==> src/rtl/auth_req_tracker_if.sv <==
`default_nettype none
// +-----------------------------------------------------------------------------+
// | auth_req_tracker_if : request, message, response and timeout-control bus     |
// | Optional stat_* signals exist only when AUTH_TRK_STATS_EN is defined.        |
// | Revision: 1.0                                                                |
// +-----------------------------------------------------------------------------+
interface auth_req_tracker_if #(
  parameter int TMO_W = 32
);
  logic             req_valid;
  logic [1:0]       req_type;
  logic             req_ready;
  logic             abort;
  logic             msg_send;
  logic [1:0]       msg_type;
  logic             resp_valid;
  logic             resp_is_error;
  logic             tmo_enable;
  logic             tmo_clear;
  logic [TMO_W-1:0] tmo_value;
  logic             tmo_expired;
  logic             done;
  logic [1:0]       done_status;
  logic [2:0]       retry_cnt;
`ifdef AUTH_TRK_STATS_EN
  logic [15:0]      stat_timeouts;
  logic [15:0]      stat_resends;

  modport master (
    input  req_valid, req_type, abort, resp_valid, resp_is_error, tmo_expired,
    output req_ready, msg_send, msg_type, tmo_enable, tmo_clear, tmo_value,
    output done, done_status, retry_cnt, stat_timeouts, stat_resends
  );
  modport slave (
    output req_valid, req_type, abort, resp_valid, resp_is_error, tmo_expired,
    input  req_ready, msg_send, msg_type, tmo_enable, tmo_clear, tmo_value,
    input  done, done_status, retry_cnt, stat_timeouts, stat_resends
  );
`else
  modport master (
    input  req_valid, req_type, abort, resp_valid, resp_is_error, tmo_expired,
    output req_ready, msg_send, msg_type, tmo_enable, tmo_clear, tmo_value,
    output done, done_status, retry_cnt
  );
  modport slave (
    output req_valid, req_type, abort, resp_valid, resp_is_error, tmo_expired,
    input  req_ready, msg_send, msg_type, tmo_enable, tmo_clear, tmo_value,
    input  done, done_status, retry_cnt
  );
`endif
endinterface
`default_nettype wire

==> src/rtl/auth_req_tracker.sv <==
`default_nettype none
// +-----------------------------------------------------------------------------+
// | auth_req_tracker : issues one auth request, drives the timeout block,        |
// | retries on expiry, reports one final status. Option: AUTH_TRK_STATS_EN.      |
// | Revision: 1.0                                                                |
// +-----------------------------------------------------------------------------+
module auth_req_tracker #(
  parameter int TMO_W         = 32,
  parameter int TMO_DIGESTS   = 1000,
  parameter int TMO_CERT      = 4000,
  parameter int TMO_CHALLENGE = 2000,
  parameter int MAX_RETRIES   = 2
) (
  input  logic                clk,
  input  logic                reset,
  auth_req_tracker_if.master  bus
);

  localparam logic [2:0] MAX_R       = 3'(MAX_RETRIES);
  localparam logic [1:0] ST_OK       = 2'b00;
  localparam logic [1:0] ST_TIMEOUT  = 2'b10;
  localparam logic [1:0] ST_ABORT    = 2'b11;

  typedef enum logic [2:0] {
    S_IDLE  = 3'd0,
    S_SEND  = 3'd1,
    S_WAIT  = 3'd2,
    S_RETRY = 3'd3,
    S_DONE  = 3'd4
  } state_t;

  state_t     state;
  state_t     state_nx;
  logic [1:0] typ;
  logic [2:0] retries;
  logic [1:0] status;
  logic [1:0] status_nx;
  logic       first_wait;
  logic       accept;
  logic       resend;
  logic       retry_entry;
  logic       timeout_done;

  always_ff @(posedge clk) begin
    if (reset) begin
      state <= S_IDLE;
    end else begin
      state <= state_nx;
    end
  end

  always_comb begin
    state_nx        = state;
    status_nx       = status;
    accept          = 1'b0;
    resend          = 1'b0;
    retry_entry     = 1'b0;
    timeout_done    = 1'b0;
    bus.req_ready   = 1'b0;
    bus.msg_send    = 1'b0;
    bus.tmo_enable  = 1'b0;
    bus.tmo_clear   = 1'b0;
    bus.done        = 1'b0;
    case (state)
      S_IDLE: begin
        bus.req_ready = 1'b1;
        if (bus.req_valid) begin
          accept   = 1'b1;
          state_nx = S_SEND;
        end
      end
      S_SEND: begin
        bus.msg_send = 1'b1;
        state_nx     = S_WAIT;
      end
      S_WAIT: begin
        bus.tmo_enable = 1'b1;
        bus.tmo_clear  = bus.resp_valid;
        if (bus.abort) begin
          status_nx = ST_ABORT;
          state_nx  = S_DONE;
        end else if (bus.resp_valid) begin
          status_nx = bus.resp_is_error ? 2'b01 : ST_OK;
          state_nx  = S_DONE;
        // The downstream expiry flag is registered, so on the first WAIT cycle
        // it still reflects the previous attempt and must be ignored.
        end else if (bus.tmo_expired && !first_wait) begin
          if (retries < MAX_R) begin
            retry_entry = 1'b1;
            state_nx    = S_RETRY;
          end else begin
            timeout_done = 1'b1;
            status_nx    = ST_TIMEOUT;
            state_nx     = S_DONE;
          end
        end
      end
      S_RETRY: begin
        if (bus.abort) begin
          status_nx = ST_ABORT;
          state_nx  = S_DONE;
        end else begin
          resend   = 1'b1;
          state_nx = S_SEND;
        end
      end
      S_DONE: begin
        bus.done = 1'b1;
        state_nx = S_IDLE;
      end
      default: state_nx = S_IDLE;
    endcase
  end

  always_ff @(posedge clk) begin
    if (reset) begin
      typ        <= 2'b00;
      retries    <= 3'd0;
      status     <= ST_OK;
      first_wait <= 1'b0;
    end else begin
      status     <= status_nx;
      first_wait <= (state == S_SEND);
      if (accept) begin
        typ     <= bus.req_type;
        retries <= 3'd0;
      end else if (resend) begin
        retries <= retries + 3'd1;
      end
    end
  end

  always_comb begin
    case (typ)
      2'b00:   bus.tmo_value = TMO_W'(TMO_DIGESTS);
      2'b01:   bus.tmo_value = TMO_W'(TMO_CERT);
      default: bus.tmo_value = TMO_W'(TMO_CHALLENGE);
    endcase
  end

  assign bus.msg_type    = typ;
  assign bus.done_status = status;
  assign bus.retry_cnt   = retries;

`ifdef AUTH_TRK_STATS_EN
  logic [15:0] stat_to;
  logic [15:0] stat_rs;

  always_ff @(posedge clk) begin
    if (reset) begin
      stat_to <= 16'h0000;
      stat_rs <= 16'h0000;
    end else begin
      if (timeout_done && (stat_to != 16'hFFFF)) begin
        stat_to <= stat_to + 16'h0001;
      end
      if (retry_entry && (stat_rs != 16'hFFFF)) begin
        stat_rs <= stat_rs + 16'h0001;
      end
    end
  end

  assign bus.stat_timeouts = stat_to;
  assign bus.stat_resends  = stat_rs;
`endif

endmodule
`default_nettype wire
==> src/flat_wrapper.sv <==
// flat-port wrapper written by rule: the top's interface ports become plain ports
module auth_req_tracker_flat 
#(
  parameter int TMO_W         = 32,
  parameter int TMO_DIGESTS   = 1000,
  parameter int TMO_CERT      = 4000,
  parameter int TMO_CHALLENGE = 2000,
  parameter int MAX_RETRIES   = 2
)
  (clk, reset, bus_req_valid, bus_req_type, bus_abort, bus_resp_valid, bus_resp_is_error, bus_tmo_expired, bus_req_ready, bus_msg_send, bus_msg_type, bus_tmo_enable, bus_tmo_clear, bus_tmo_value, bus_done, bus_done_status, bus_retry_cnt);
  auth_req_tracker_if #(.TMO_W(TMO_W)) bus_i ();
  input  logic clk;
  input  logic reset;
  input wire logic [$bits(bus_i.req_valid)-1:0] bus_req_valid;
  input wire logic [$bits(bus_i.req_type)-1:0] bus_req_type;
  input wire logic [$bits(bus_i.abort)-1:0] bus_abort;
  input wire logic [$bits(bus_i.resp_valid)-1:0] bus_resp_valid;
  input wire logic [$bits(bus_i.resp_is_error)-1:0] bus_resp_is_error;
  input wire logic [$bits(bus_i.tmo_expired)-1:0] bus_tmo_expired;
  output wire logic [$bits(bus_i.req_ready)-1:0] bus_req_ready;
  output wire logic [$bits(bus_i.msg_send)-1:0] bus_msg_send;
  output wire logic [$bits(bus_i.msg_type)-1:0] bus_msg_type;
  output wire logic [$bits(bus_i.tmo_enable)-1:0] bus_tmo_enable;
  output wire logic [$bits(bus_i.tmo_clear)-1:0] bus_tmo_clear;
  output wire logic [$bits(bus_i.tmo_value)-1:0] bus_tmo_value;
  output wire logic [$bits(bus_i.done)-1:0] bus_done;
  output wire logic [$bits(bus_i.done_status)-1:0] bus_done_status;
  output wire logic [$bits(bus_i.retry_cnt)-1:0] bus_retry_cnt;
  assign bus_i.req_valid = bus_req_valid;
  assign bus_i.req_type = bus_req_type;
  assign bus_i.abort = bus_abort;
  assign bus_i.resp_valid = bus_resp_valid;
  assign bus_i.resp_is_error = bus_resp_is_error;
  assign bus_i.tmo_expired = bus_tmo_expired;
  assign bus_req_ready = bus_i.req_ready;
  assign bus_msg_send = bus_i.msg_send;
  assign bus_msg_type = bus_i.msg_type;
  assign bus_tmo_enable = bus_i.tmo_enable;
  assign bus_tmo_clear = bus_i.tmo_clear;
  assign bus_tmo_value = bus_i.tmo_value;
  assign bus_done = bus_i.done;
  assign bus_done_status = bus_i.done_status;
  assign bus_retry_cnt = bus_i.retry_cnt;
  auth_req_tracker #(.TMO_W(TMO_W), .TMO_DIGESTS(TMO_DIGESTS), .TMO_CERT(TMO_CERT), .TMO_CHALLENGE(TMO_CHALLENGE), .MAX_RETRIES(MAX_RETRIES)) u_core (.clk(clk), .reset(reset), .bus(bus_i));
endmodule
==> config.mk <==
export PLATFORM = sky130hd
export DESIGN_NAME = auth_req_tracker_flat
export DESIGN_NICKNAME = d
export VERILOG_FILES = /design/src/rtl/auth_req_tracker_if.sv /design/src/rtl/auth_req_tracker.sv /design/src/flat_wrapper.sv
export SDC_FILE = /design/constraint.sdc
export NUM_CORES = 1
export LEC_CHECK = 0
export CAP_MARGIN = 20
export CELL_PAD_IN_SITES_DETAIL_PLACEMENT = 2
export CELL_PAD_IN_SITES_GLOBAL_PLACEMENT = 2
export CORE_MARGIN = 2
export CORE_UTILIZATION = 20
export DETAILED_ROUTE_END_ITERATION = 10
export GPL_TIMING_DRIVEN = 0
export PLACE_DENSITY = 0.8
export RECOVER_POWER = 100
export SLEW_MARGIN = 5
export SYNTH_ARGS = -nofsm -noshare
export SYNTH_HDL_FRONTEND = slang
export SYNTH_SLANG_ARGS = --single-unit
export TNS_END_PERCENT = 10
==> constraint.sdc <==
create_clock -name clk -period 3.51 [get_ports clk]
set_input_delay 0.702 -clock clk [delete_from_list [all_inputs] [get_ports clk]]
set_output_delay 0.702 -clock clk [all_outputs]
set_load 0.005 [all_outputs]
==> results of run 1 <==
[stage by stage]
| stage | hold WS [ns] | cell area [sq um] | setup slack (ns) | cells |
|---|---|---|---|---|
| floorplan | 0.454 | 917 | 1.98 | 120 |
| global placement | 0.463 | 1240 | 0.983 | 196 |
| detailed placement | 0.476 | 1240 | 0.974 | 196 |
| CTS | 0.483 | 1290 | 0.965 | 200 |
| global route | 0.509 | 1260 | 0.859 | 200 |
| finish | 0.471 | 1260 | 0.970 | 200 |
[sequential cells by signal (all words and copies together) (netlist names)]
| signal | flops |
|---|---|
| u_core.first_wait | 1 |
| u_core.bus.done_status | 2 |
| u_core.bus.msg_type | 2 |
| u_core.state | 3 |
| u_core.bus.retry_cnt | 3 |
[power by group through the flow]
stage / registers [mW] / logic (mW) / clock network (mW)
3_5_place_dp: 0.141 / 0.148 / 0
4_1_cts: 0.139 / 0.149 / 0.137
3_3_place_gp: 0.141 / 0.145 / 0
5_1_grt: 0.140 / 0.150 / 0.143
2_1_floorplan: 0.141 / 0.0898 / 0
6_report: 0.138 / 0.135 / 0.131
[kinds of logic (layout without fill, tap and decap cells)]
group / Yosys count / count (layout)
fa+ha+maj: 1 / 1
compound gates: 12 / 12
flops: 11 / 11
other cells: 2 / 26
simple gates: 29 / 29
buf+inv: 37 / 67
xor+xnor: 2 / 2
mux: 2 / 2
[synthesized netlist by cell type (all sizes together)]
library cell and instances:
o21bai 1, nand2 3, or2b 1, o311ai 1, nand2b 1, dfxtp 11
nor3b 1, nand3 1, nor2 11, o211ai 1, and2 3, nor2b 1
and4bb 1, clkinv 1, xor2 1, or2 2, conb 2, inv 6
a221oi 2, clkbuf 1, mux2i 2, nor3 4, xnor2 1, a21oi 2
o21ai 2, a211oi 1, a2111oi 1, ha 1, a311oi 1, buf 29
[worst max-delay path, cell delays in order]
cell	delay, ns
clkdlybuf4s50_1	0.51
and2_0	0.13
clkdlybuf4s50_1	0.50
[final cells by class]
| class | count | area [sq um] | area share |
|---|---|---|---|
| inverter | 7 | 30.0 | 0.0238 |
| clock buffer | 3 | 41.3 | 0.0327 |
| buffer | 30 | 233 | 0.184 |
| clock inverter | 1 | 5.00 | 0.00396 |
| sequential | 11 | 220 | 0.174 |
| multi-input combinational | 72 | 410 | 0.325 |
| timing repair buffer | 26 | 260 | 0.206 |
| tap | 50 | 62.6 | 0.0496 |
[final timing paths]
kind / from / endpoint / slack [ns] / cells after the start
max: bus_resp_valid / bus_tmo_clear / 0.97 / 3
max reg2reg: u_core.state[1] / u_core.state[2] / 2.04 / 5
min reg2reg: u_core.bus.done_status[1] / u_core.bus.done_status[1] / 0.47 / 2
min: u_core.bus.done_status[1] / u_core.bus.done_status[1] / 0.47 / 2
[per-layer routing]
| layer | global-route usage | part of all wire | vias up | wire length (um) |
|---|---|---|---|---|
| met5 | 0 | 0 | - | 0 |
| met4 | 0.0450 | 0.0075 | 0 | 17 |
| met3 | 0.0296 | 0.073 | 2 | 164 |
| met2 | 0.187 | 0.55 | 28 | 1250 |
| met1 | 0.106 | 0.37 | 353 | 829 |
| li1 | - | - | 366 | - |
==> results.tsv, run 1 <==
stage	metric	value	unit
status	outcome	finished, final reports clean	
logic_synthesis	main combinational cell family by area after synthesis	buffers and inverters	
sta	min cycle time layout	2.54	ns
clock_tree	Post-CTS Hold Buffers	0	
clock_tree	Num CTS Buffers	3	
logic_synthesis	Synth area leader	dfxtp_1	
clock_tree	clock tree buffer depth	2	
final_layout	Area Overhead vs Synth	52.6	%
power_and_ir_drop	Seq pwr share	0.342	
sta	Worst Max-Slew Pin Slew	0.522	ns
logic_synthesis	fraction of synthesized area in multiplexers	0.0242	
sta	Rel. slew slack	0.648	
power_and_ir_drop	Psw	0.117	mW
route	vias after detailed routing	749	
critical_path	largest fanout on the critical path	4	
sta	Tcrit/Tclk final	0.724	
clock_tree	CTS tree	built	
worst_hold_path	Hold Path Class	reg2reg	
logic_synthesis	Synth Register Bits	11	
run	total of max-cap violations	0	
route	Final ANT Viol Nets	0	
logic_synthesis	Post-Synth Adder-Cell Area	0.0151	
power_and_ir_drop	Clk pwr share	0.323	
power_and_ir_drop	PD cells	320	nW/um^2
power_and_ir_drop	peak supply drop	83.4	uV
clock_tree	setup bufs post-CTS	0	
final_layout	layout cells sized above 1	0.260	
die	area of the core	4000	sq um
sta	Worst Skew	0.000973	ns
die	# IOs	53	
clock_tree	clock sink count	11	
logic_synthesis	share of the synthesized area in the top cell type	0.266	
clock_tree	# H-tree levels	1	
power_and_ir_drop	total power	0.404	mW
final_layout	utilization after layout	0.316	
power_and_ir_drop	switch share	0.289	
placed_design	RD Place Congestion	0.767	
sta	RSZ-0062 raised after global routing	no	
route	Routed WL	2.26	mm
critical_path	required time of the worst setup path	2.81	ns
power_and_ir_drop	cell leakage power	0.602	nW
placed_design	port buffer count	26	
power_and_ir_drop	Pint	0.288	mW
logic_synthesis	Synth Area in Simple Gates	0.221	
logic_synthesis	Synth Area in Compound Gates	0.126	
logic_synthesis	xor-xnor portion of the synthesized cell area	0.0212	
final_layout	# fillers	464	
grt	first-pass GRT wire length	3.51	mm
logic_synthesis	Synth Instances	96	
logic_synthesis	Yosys cell types	37	
clock_tree	Post-CTS Resized	0	
clock_tree	clock root buffer	clkbuf_8	
sta	final hold violation count	0	
route	# DRC	0	
grt	number of global-route vias before repair	769	
critical_path	Setup CP Type	in2out	
logic_synthesis	syn_area_per_cell	8.62	sq um
sta	count of final max-slew check failures	0	
final_layout	Final #Nets	161	
sta	fmax	394	MHz
die	die width	68.3	um
placed_design	DPL Wire Length	1.93	mm
route	DR iter-0 viols	27	
route	DR pass1 iterations	3	
critical_path	Arr. time, crit path	1.84	ns
route	Avg WL per Cell	11.3	um
sta	Final setup viols	0	
clock_tree	worst skew pair latency	0.24	ns
clock_tree	clk slew on worst S/H paths	0.05	ns
grt	largest net degree at the start of global routing	11	
critical_path	critical path endpoint category	output pin	
grt	Tot GR Track Use	0.102	
die	Die ar.	4670	sq um
logic_synthesis	top cells by area, synth	dfxtp_1 (27%), buf_4 (24%), nor2_1 (4.5%)	
logic_synthesis	Synth Cell Area	827	sq um
logic_synthesis	Yosys warning count	0	
die	FP Rows	23	
grt	grt ovf	0	
die	die height	68.3	um
power_and_ir_drop	Combinational Power Share	0.335	
route	vias per cell	3.75	
final_layout	most frequent cells in the layout	buf_4 (26), conb_1 (26), dlygate4sd3_1 (19), dfxtp_1 (11), nor2_1 (10)	
grt	initial antenna violation count	0	
die	effective utilization at floorplan	0.207	
critical_path	CP startpoint kind	input port	
logic_synthesis	Seq/Total Area, Yosys	0.266	
sta	TNS Setup	0	ns
final_layout	Ant. Diodes	0	
Power figures use the tool's default switching activity.
==> run 2: changes to the inputs <==
--- a/config.mk
+++ b/config.mk
@@ -9,10 +9,10 @@
 export CELL_PAD_IN_SITES_DETAIL_PLACEMENT = 2
 export CELL_PAD_IN_SITES_GLOBAL_PLACEMENT = 2
 export CORE_MARGIN = 2
-export CORE_UTILIZATION = 20
+export CORE_UTILIZATION = 19
 export DETAILED_ROUTE_END_ITERATION = 10
 export GPL_TIMING_DRIVEN = 0
-export PLACE_DENSITY = 0.8
+export PLACE_DENSITY = 0.77
 export RECOVER_POWER = 100
 export SLEW_MARGIN = 5
 export SYNTH_ARGS = -nofsm -noshare
==> constraint.sdc (replaced) <==
create_clock -name clk -period 2.45 [get_ports clk]
set_input_delay 0.49 -clock clk [delete_from_list [all_inputs] [get_ports clk]]
set_output_delay 0.49 -clock clk [all_outputs]
set_load 0.005 [all_outputs]
==> results.tsv, run 2 (same netlist as run 1, synthesis figures left out) <==
stage	metric	value	unit	change
route	# DRC	0		unchanged
critical_path	end of the critical path	bus_tmo_clear		
clock_tree	Post-CTS Resized	0		unchanged
placed_design	RD Place Congestion	0.701		-8.7%
critical_path	Buf/Inv on CP	2		unchanged
clock_tree	worst skew pair latency	0.24	ns	about the same
die	die width	70.0	um	+2.4%
die	effective utilization at floorplan	0.202		-0.00437
critical_path	CP startpoint kind	input port		
clock_tree	# H-tree levels	1		unchanged
critical_path	critical path endpoint category	output pin		
critical_path	largest fanout on the critical path	4		unchanged
sta	Worst Skew	0.00269	ns	+0.00172 ns
route	Final ANT Viol Nets	0		unchanged
critical_path	worst reg2reg path endpoint	u_core.bus.done_status[1]		
grt	Tot GR Track Use	0.0953		-0.00629
route	Routed WL	2.31	mm	+2.2%
clock_tree	clock tree buffer depth	2		unchanged
sta	Min Hold Slack	0.476	ns	+0.00505 ns
placed_design	port buffer count	26		unchanged
power_and_ir_drop	cell leakage power	0.603	nW	about the same
sta	Worst Max-Slew Pin Slew	0.608	ns	+0.0863 ns
critical_path	Top delay family on crit path	buffers and inverters		
sta	RSZ-0062 raised after global routing	no		
sta	final hold violation count	0		unchanged
grt	initial antenna violation count	0		unchanged
sta	TNS Setup	0	ns	unchanged
clock_tree	clock root buffer	clkbuf_8		
sta	Rel. slew slack	0.589		-0.0583
sta	fmax	453	MHz	
route	Avg WL per Cell	11.5	um	+2.2%
status	outcome	finished, final reports clean		
grt	first-pass GRT wire length	3.74	mm	+6.7%
critical_path	Max stage delay on crit path	0.59	ns	+0.08 ns
sta	Final setup viols	0		unchanged
critical_path	required time of the worst setup path	1.96	ns	-0.85 ns
die	FP Rows	23		unchanged
die	Die ar.	4900	sq um	+4.9%
critical_path	Crit-path slowest cell	dlygate4sd3_1		
power_and_ir_drop	PD cells	458	nW/um^2	+43%
clock_tree	Post-CTS Hold Buffers	0		unchanged
sta	Tcrit/Tclk final	0.901		
critical_path	Arr. time, crit path	1.72	ns	-0.12 ns
route	vias per cell	3.78		+0.93%
placed_design	DPL Wire Length	1.94	mm	+0.63%
critical_path	Worst path depth	3		unchanged
clock_tree	clk slew on worst S/H paths	0.05	ns	about the same
die	area of the core	4090	sq um	+2.2%
clock_tree	setup bufs post-CTS	0		unchanged
route	vias after detailed routing	756		+0.93%
final_layout	Ant. Diodes	0		unchanged
critical_path	FF-to-FF Start	u_core.bus.retry_cnt[1]		
sta	min cycle time layout	2.21	ns	
worst_hold_path	Hold Path Class	reg2reg		
grt	largest net degree at the start of global routing	11		unchanged
final_layout	Non-Filler Instances	200		unchanged
critical_path	CP Cell Sequence	dlygate4sd3_1 > and2_1 > clkdlybuf4s50_1		
power_and_ir_drop	peak supply drop	137	uV	+64%
clock_tree	Num CTS Buffers	3		unchanged
critical_path	Setup CP Type	in2out		
clock_tree	CTS tree	built		
run	total of max-cap violations	0		unchanged
route	DR pass1 iterations	4		+1
die	die height	70.0	um	+2.4%
final_layout	Final #Nets	161		unchanged
final_layout	layout cells sized above 1	0.267		+0.00667
final_layout	most frequent cells in the layout	buf_4 (26), conb_1 (26), dlygate4sd3_1 (19), dfxtp_1 (11), nor2_1 (10)		
route	DR iter-0 viols	29		+7.4%
worst_hold_path	hold_sp	u_core.bus.done_status[1]		
clock_tree	clock sink count	11		unchanged
critical_path	CP startpoint	bus_resp_valid		
sta	count of final max-slew check failures	0		unchanged
grt	grt ovf	0		unchanged
critical_path	R2R Setup Slk	1.14	ns	-0.90 ns
die	# IOs	53		unchanged
final_layout	Area Overhead vs Synth	54.2	%	
grt	number of global-route vias before repair	804		+4.6%
critical_path	r2r worst-path depth	4		-1
placed_design	dpl cells	196		unchanged
[run 2: cell count changes in the layout (fill, tap and decap cells not counted)]
| cell | change |
|---|---|
| clkbuf_1 | +1 |
| and2_0 | -1 |
| and2_1 | +1 |
| or2_0 | -1 |
| nor3b_1 | -1 |
| or2_4 | +1 |
| clkinv_2 | -1 |
| nor3b_4 | +1 |
[run 2: final cells by class]
class	instances	area, sq um
tap	50	62.6
multi-input combinational	72	424
clock buffer	4	45.0
fill	490	2810
sequential	11	220
buffer	30	233
inverter	7	30.0
timing repair buffer	26	260
[run 2: layer usage]
layer / up-vias / track usage / wire (um)
li1: 369 / - / -
met4: 0 / 0.0385 / 15
met3: 2 / 0.0361 / 190
met1: 351 / 0.101 / 925
met5: - / 0 / 0
met2: 34 / 0.169 / 1180
[run 2: worst min-delay path, stage by stage (launching register included)]
cell and delay (ns):
dfxtp_1 0.30, inv_1 0.04, a221oi_1 0.07
[run 2: worst min-delay path by stage]
| stage | to | cells after the start |
|---|---|---|
| final | u_core.bus.done_status[1] | 2 |
| after floorplan | u_core.bus.done_status[0] | 2 |
| after global placement | u_core.bus.done_status[1] | 2 |
| after detailed placement | u_core.bus.done_status[0] | 2 |
| after CTS | u_core.bus.done_status[0] | 2 |
| after global routing | u_core.bus.done_status[0] | 2 |
[run 2: metrics by stage]
| stage | util | instance area [sq um] | total power, mW | setup slack, ns |
|---|---|---|---|---|
| detailed placement | 0.303 | 1240 | 0.417 | 0.310 |
| CTS | 0.314 | 1280 | 0.605 | 0.306 |
| finish | 0.312 | 1270 | 0.584 | 0.242 |
| global route | 0.312 | 1270 | 0.624 | 0.197 |
| floorplan | - | 917 | 0.330 | 1.14 |
| global placement | 0.303 | 1240 | 0.410 | 0.338 |
[run 2: power breakdown]
part | internal [mW] | switching (mW) | total (mW)
Sequential | 0.192 | 0.00657 | 0.198
Combinational | 0.113 | 0.0896 | 0.202
Clock | 0.114 | 0.0689 | 0.183
Total | 0.419 | 0.165 | 0.584
==> patch 1 (config.mk and constraints of run 2) <==
`TMO_W` is set to 32 in 3 places; all go to 64.
--- a/src/rtl/auth_req_tracker_if.sv
+++ b/src/rtl/auth_req_tracker_if.sv
@@ -6,5 +6,5 @@
 // +-----------------------------------------------------------------------------+
 interface auth_req_tracker_if #(
-  parameter int TMO_W = 32
+  parameter int TMO_W = 64
 );
   logic             req_valid;
--- a/src/rtl/auth_req_tracker.sv
+++ b/src/rtl/auth_req_tracker.sv
@@ -6,5 +6,5 @@
 // +-----------------------------------------------------------------------------+
 module auth_req_tracker #(
-  parameter int TMO_W         = 32,
+  parameter int TMO_W         = 64,
   parameter int TMO_DIGESTS   = 1000,
   parameter int TMO_CERT      = 4000,
--- a/src/flat_wrapper.sv
+++ b/src/flat_wrapper.sv
@@ -2,5 +2,5 @@
 module auth_req_tracker_flat 
 #(
-  parameter int TMO_W         = 32,
+  parameter int TMO_W         = 64,
   parameter int TMO_DIGESTS   = 1000,
   parameter int TMO_CERT      = 4000,
Ports: changed (resized bus_tmo_value); port bits go from 53 to 85. No check against the original RTL was run, so the function may have changed too.
==> patch 1 against run 2 <==
- area after synthesis is 29% higher
- design area is 31% higher
- setup slack better by 0.094 ns
- sequential cell count stayed put
- critical path depth stayed put
- via count is 26% higher
- sequential share of layout area is 4.0 points lower
- routed wire length is 18% higher
- total power is 9.6% higher
==> patch 1: results (changes against run 2) <==
| Metric | Value |
|---|---|
| Sequential area share after synthesis | `0.206 (-0.0599)` |
| Post-DR vias/cell | `3.34 (-12%)` |
| Ranking of synthesized cells by area | `buf_4 (41%), dfxtp_1 (21%), nor2_1 (3.5%)` |
| Fin nets | `225 (+40%)` |
| Leak | `0.884 nW (+47%)` |
| Reg-to-Reg Start | `u_core.bus.retry_cnt[1]` |
| Clock Skew | `0.00762 ns (+0.00493 ns)` |
| Async S/R FF share, synth | `0 (unchanged)` |
| Worst hold path type | `reg -> reg` |
| Met3 wire len | `254 µm (+34%)` |
| Global-route usage over all layers | `0.0872 (-0.00809)` |
| VDD IR max | `0.000138 V (+0.88%)` |
| Synth Area in Compound Gates | `0.0973 (-0.0283)` |
| First-pass GRT wire length | `4260 µm (+14%)` |
| Adder-cell share of the synthesized area | `0.0117 (-0.00341)` |
| Met2 Routed Length | `1390 µm (+18%)` |
| Drt pass-1 iters | `2 (-2)` |
| DRT iter0 DRCs | `35 (+21%)` |
| Initial antenna violation count | `0 (unchanged)` |
| Fill cells | `678 (+38%)` |
| Share of cells above drive strength 1 | `0.341 (+0.0745)` |
| Kind of critical path | `in -> out` |
| Multiplexer share of the synthesized area | `0.0188 (-0.00545)` |
| HPWL after DPL | `2390 µm (+23%)` |
| Arrival time at the worst endpoint | `1.62 ns (-0.10 ns)` |
| Synth top cells by count | `buf_4 (58), dfxtp_1 (11), nor2_1 (10)` |
| Sum of routed wire segments on met1 | `1050 µm (+13%)` |
| Worst reg2reg setup slack | `1.13 ns` |
| Vias in the first global route | `886 (+10%)` |
| CTS clk-pin slew, worst paths | `0.05 ns (about the same)` |
| Setup WS post-layout | `0.335 ns (+0.0937 ns)` |
| GPL Wtd Cong | `0.700 (-0.13%)` |
| Final wirelength | `2720 µm (+18%)` |
| Status | `finished, final reports clean` |
| Antenna diode count | `0 (unchanged)` |
| Slew @ Worst Pin | `0.504 ns (-0.104 ns)` |
| Synth Area in XOR/XNOR | `0.0164 (-0.00477)` |
| Pre-CTS worst setup slack | `0.334 ns (+0.0235 ns)` |
## patch 1: cell types whose count changed after synthesis, sizes merged
| cell | change |
|---|---|
| buf | +32 |
## patch 1: worst min-delay path by stage
stage | from | cells after the start | slack (ns) | end
after CTS | u_core.bus.done_status[0] | 2 | 0.48 | u_core.bus.done_status[0]
after floorplan | u_core.bus.done_status[0] | 2 | 0.45 | u_core.bus.done_status[0]
after global routing | u_core.bus.done_status[0] | 2 | 0.50 | u_core.bus.done_status[0]
after detailed placement | u_core.bus.done_status[0] | 2 | 0.47 | u_core.bus.done_status[0]
final | u_core.bus.done_status[0] | 2 | 0.47 | u_core.bus.done_status[0]
after global placement | u_core.bus.done_status[1] | 2 | 0.46 | u_core.bus.done_status[1]
## patch 1: routing by layer
| layer | up-vias | global-route usage |
|---|---|---|
| li1 | 462 | - |
| met5 | - | 0 |
| met4 | 0 | 0.0310 |
| met3 | 4 | 0.0352 |
| met2 | 46 | 0.156 |
| met1 | 443 | 0.0927 |
## patch 1: final cells by class
type / instances / area share
flip-flops and latches: 11 / 0.132
clock inverters: 1 / 0.00301
clock buffers: 3 / 0.0248
plain buffers: 62 / 0.284
well taps: 72 / 0.0541
repair buffers: 26 / 0.156
inverters: 7 / 0.0180
multi-input cells: 104 / 0.327
## patch 1: power by group
part	total, mW	internal [mW]	switching, mW
Combinational	0.252	0.145	0.108
Clock	0.190	0.112	0.0773
Sequential	0.198	0.191	0.00649
## patch 1: stage by stage
stage,instances,cell area [µm²]
floorplan,184,1280
global placement,282,1630
detailed placement,282,1630
CTS,286,1670
global route,286,1660
finish,286,1660
## patch 1: cell families (layout without fill, tap and decap cells)
group / count (synthesis) / after routing
xor+xnor: 2 / 2
fa+ha+maj: 1 / 1
flops: 11 / 11
other cells: 2 / 58
compound gates: 12 / 12
simple gates: 29 / 29
mux: 2 / 2
buf+inv: 69 / 99
## patch 1: critical path: stages
cell	delay, ns
clkdlybuf4s50_1	0.51
and2_1	0.13
clkdlybuf4s50_1	0.49
==> patch 2 (config.mk and constraints of run 2) <==
Without the edit above. Encoding of `state_t`: now Gray code (3 bits for 5 states).
--- a/src/rtl/auth_req_tracker.sv
+++ b/src/rtl/auth_req_tracker.sv
@@ -23,9 +23,9 @@
 
   typedef enum logic [2:0] {
-    S_IDLE  = 3'd0,
-    S_SEND  = 3'd1,
-    S_WAIT  = 3'd2,
-    S_RETRY = 3'd3,
-    S_DONE  = 3'd4
+    S_IDLE  = 3'b000,
+    S_SEND  = 3'b001,
+    S_WAIT  = 3'b011,
+    S_RETRY = 3'b010,
+    S_DONE  = 3'b110
   } state_t;
 
Check against the original RTL: no difference found for any inputs over 10 cycles, from zero or initial values and one cycle with reset high; not proved beyond that.
==> patch 2 against run 2 <==
- routed wire length shrank 15%
- global-route usage shrank 0.76 points
- via count shrank 12%
- register-to-register slack lost 0.31 ns
- sequential cell count is the same
- cell count shrank 4.5%
- total power shrank 11%
- area after synthesis shrank 7.7%
- largest cell class unchanged
- design area shrank 7.0%
- utilization shrank 1.1 points
- setup slack lost 0.037 ns
- critical path depth is the same
- synthesized cell count shrank 8.3%
==> patch 2: results (changes against run 2) <==
| Metric | Value |
|---|---|
| Setup bufs post-CTS | `0 (unchanged)` |
| Critical-path maximum fanout | `5 (+1)` |
| Vias | `664 (-12%)` |
| HPWL after DPL | `1750 µm (-9.6%)` |
| Rel. slew slack | `0.497 (-0.0927)` |
| Final worst path period share | `0.916 (+0.0150)` |
| Share of cells above drive strength 1 | `0.241 (-0.0255)` |
| Clock Skew | `0.00136 ns (-0.00134 ns)` |
| Drt pass-1 iters | `2 (-2)` |
| IO buf count | `25 (-3.8%)` |
| Sequential area share after synthesis | `0.289 (+0.0223)` |
| Placed instance area | `1170 µm² (-6.0%)` |
| Distinct cells, synth | `30 (-19%)` |
| GPL Wtd Cong | `0.640 (-8.7%)` |
| Inst Count DP | `187 (-4.6%)` |
| Pre-CTS worst setup slack | `0.176 ns (-0.134 ns)` |
| Internal | `0.392 mW (-6.3%)` |
| Antenna diode count | `0 (unchanged)` |
| Initial antenna violation count | `0 (unchanged)` |
| DRT iter0 DRCs | `4 (-86%)` |
| CTS Buf Count | `3 (unchanged)` |
| Max clock buf depth | `2 (unchanged)` |
| Avg Cell Area, Syn | `8.67 µm² (+0.67%)` |
| CTS clk-pin slew, worst paths | `0.05 ns (about the same)` |
| Routed wire length per instance | `10.2 µm (-11%)` |
| Post-DR vias/cell | `3.48 (-8.0%)` |
| Arrival time at the worst endpoint | `1.76 ns (+0.04 ns)` |
| Status | `finished, final reports clean` |
| Ranking of synthesized cells by area | `dfxtp_1 (29%), buf_4 (27%), mux2i_1 (3.9%)` |
| H-tree Lvls | `1 (unchanged)` |
| Worst hold path type | `in -> reg` |
| Global-route usage over all layers | `0.0877 (-0.00760)` |
| Clock Tree Root | `clkbuf_8` |
| Leak | `0.583 nW (-3.3%)` |
| Hold-fix buffers, CTS | `0 (unchanged)` |
| Met3 Use GR | `0.0100 (-0.0261)` |
| Vias in the first global route | `651 (-19%)` |
| GRT met1 Usage | `0.0915 (-0.00915)` |
| Fin nets | `152 (-5.6%)` |
| Async S/R FF share, synth | `0 (unchanged)` |
| VDD IR max | `0.000119 V (-13%)` |
| Clock latency on the worst-skew pair | `0.23 ns` |
| First-pass GRT wire length | `3080 µm (-18%)` |
| Largest net degree at the start of global routing | `11 (unchanged)` |
| PostCTS Resize Cnt | `0 (unchanged)` |
| Synth top cells by count | `buf_4 (27), dfxtp_1 (11), nor2_1 (7)` |
| Yosys warnings | `0 (unchanged)` |
| Met2 Track Usage GR | `0.173 (+0.00396)` |
-- patch 2: power by group through the flow --
stage | Clock, mW | Combinational (mW) | Sequential [mW]
2_1_floorplan | 0 | 0.0919 | 0.202
5_1_grt | 0.190 | 0.164 | 0.201
4_1_cts | 0.181 | 0.158 | 0.201
3_3_place_gp | 0 | 0.154 | 0.203
6_report | 0.173 | 0.146 | 0.199
3_5_place_dp | 0 | 0.158 | 0.204
-- patch 2: logic make-up after synthesis --
kind of cell,synth area share
compound gates,0.0836
xor+xnor,0.0230
fa+ha+maj,0.0164
buf+inv,0.321
flops,0.289
mux,0.0393
other cells,0.00984
simple gates,0.218
-- patch 2: critical path, cell delays in order --
cell and delay [ns]:
clkdlybuf4s50_1 0.57, and3_2 0.21, clkdlybuf4s50_1 0.49
-- patch 2: layout make-up --
class / instances / area, µm²
timing repair buffer: 25 / 250
inverter: 5 / 18.8
multi-input combinational: 67 / 363
buffer: 29 / 226
fill: 465 / 2760
tap: 50 / 62.6
sequential: 11 / 220
clock buffer: 4 / 45.0
-- patch 2: final timing paths --
kind / to / startpoint / slack (ns) / depth (start not counted)
worst max register to register: u_core.bus.retry_cnt[2] / u_core.state[0] / 0.83 / 5
worst min-delay path: u_core.bus.msg_type[0] / reset / 0.44 / 2
worst max-delay path: bus_tmo_clear / bus_resp_valid / 0.20 / 3
worst min register to register: u_core.bus.done_status[0] / u_core.bus.done_status[0] / 0.46 / 2
-- patch 2: per-layer routing --
metal / vias to the layer above / wire length, µm
met5: - / 0
met3: 2 / 117
met1: 303 / 694
met2: 21 / 1130
met4: 0 / 12
li1: 338 / -
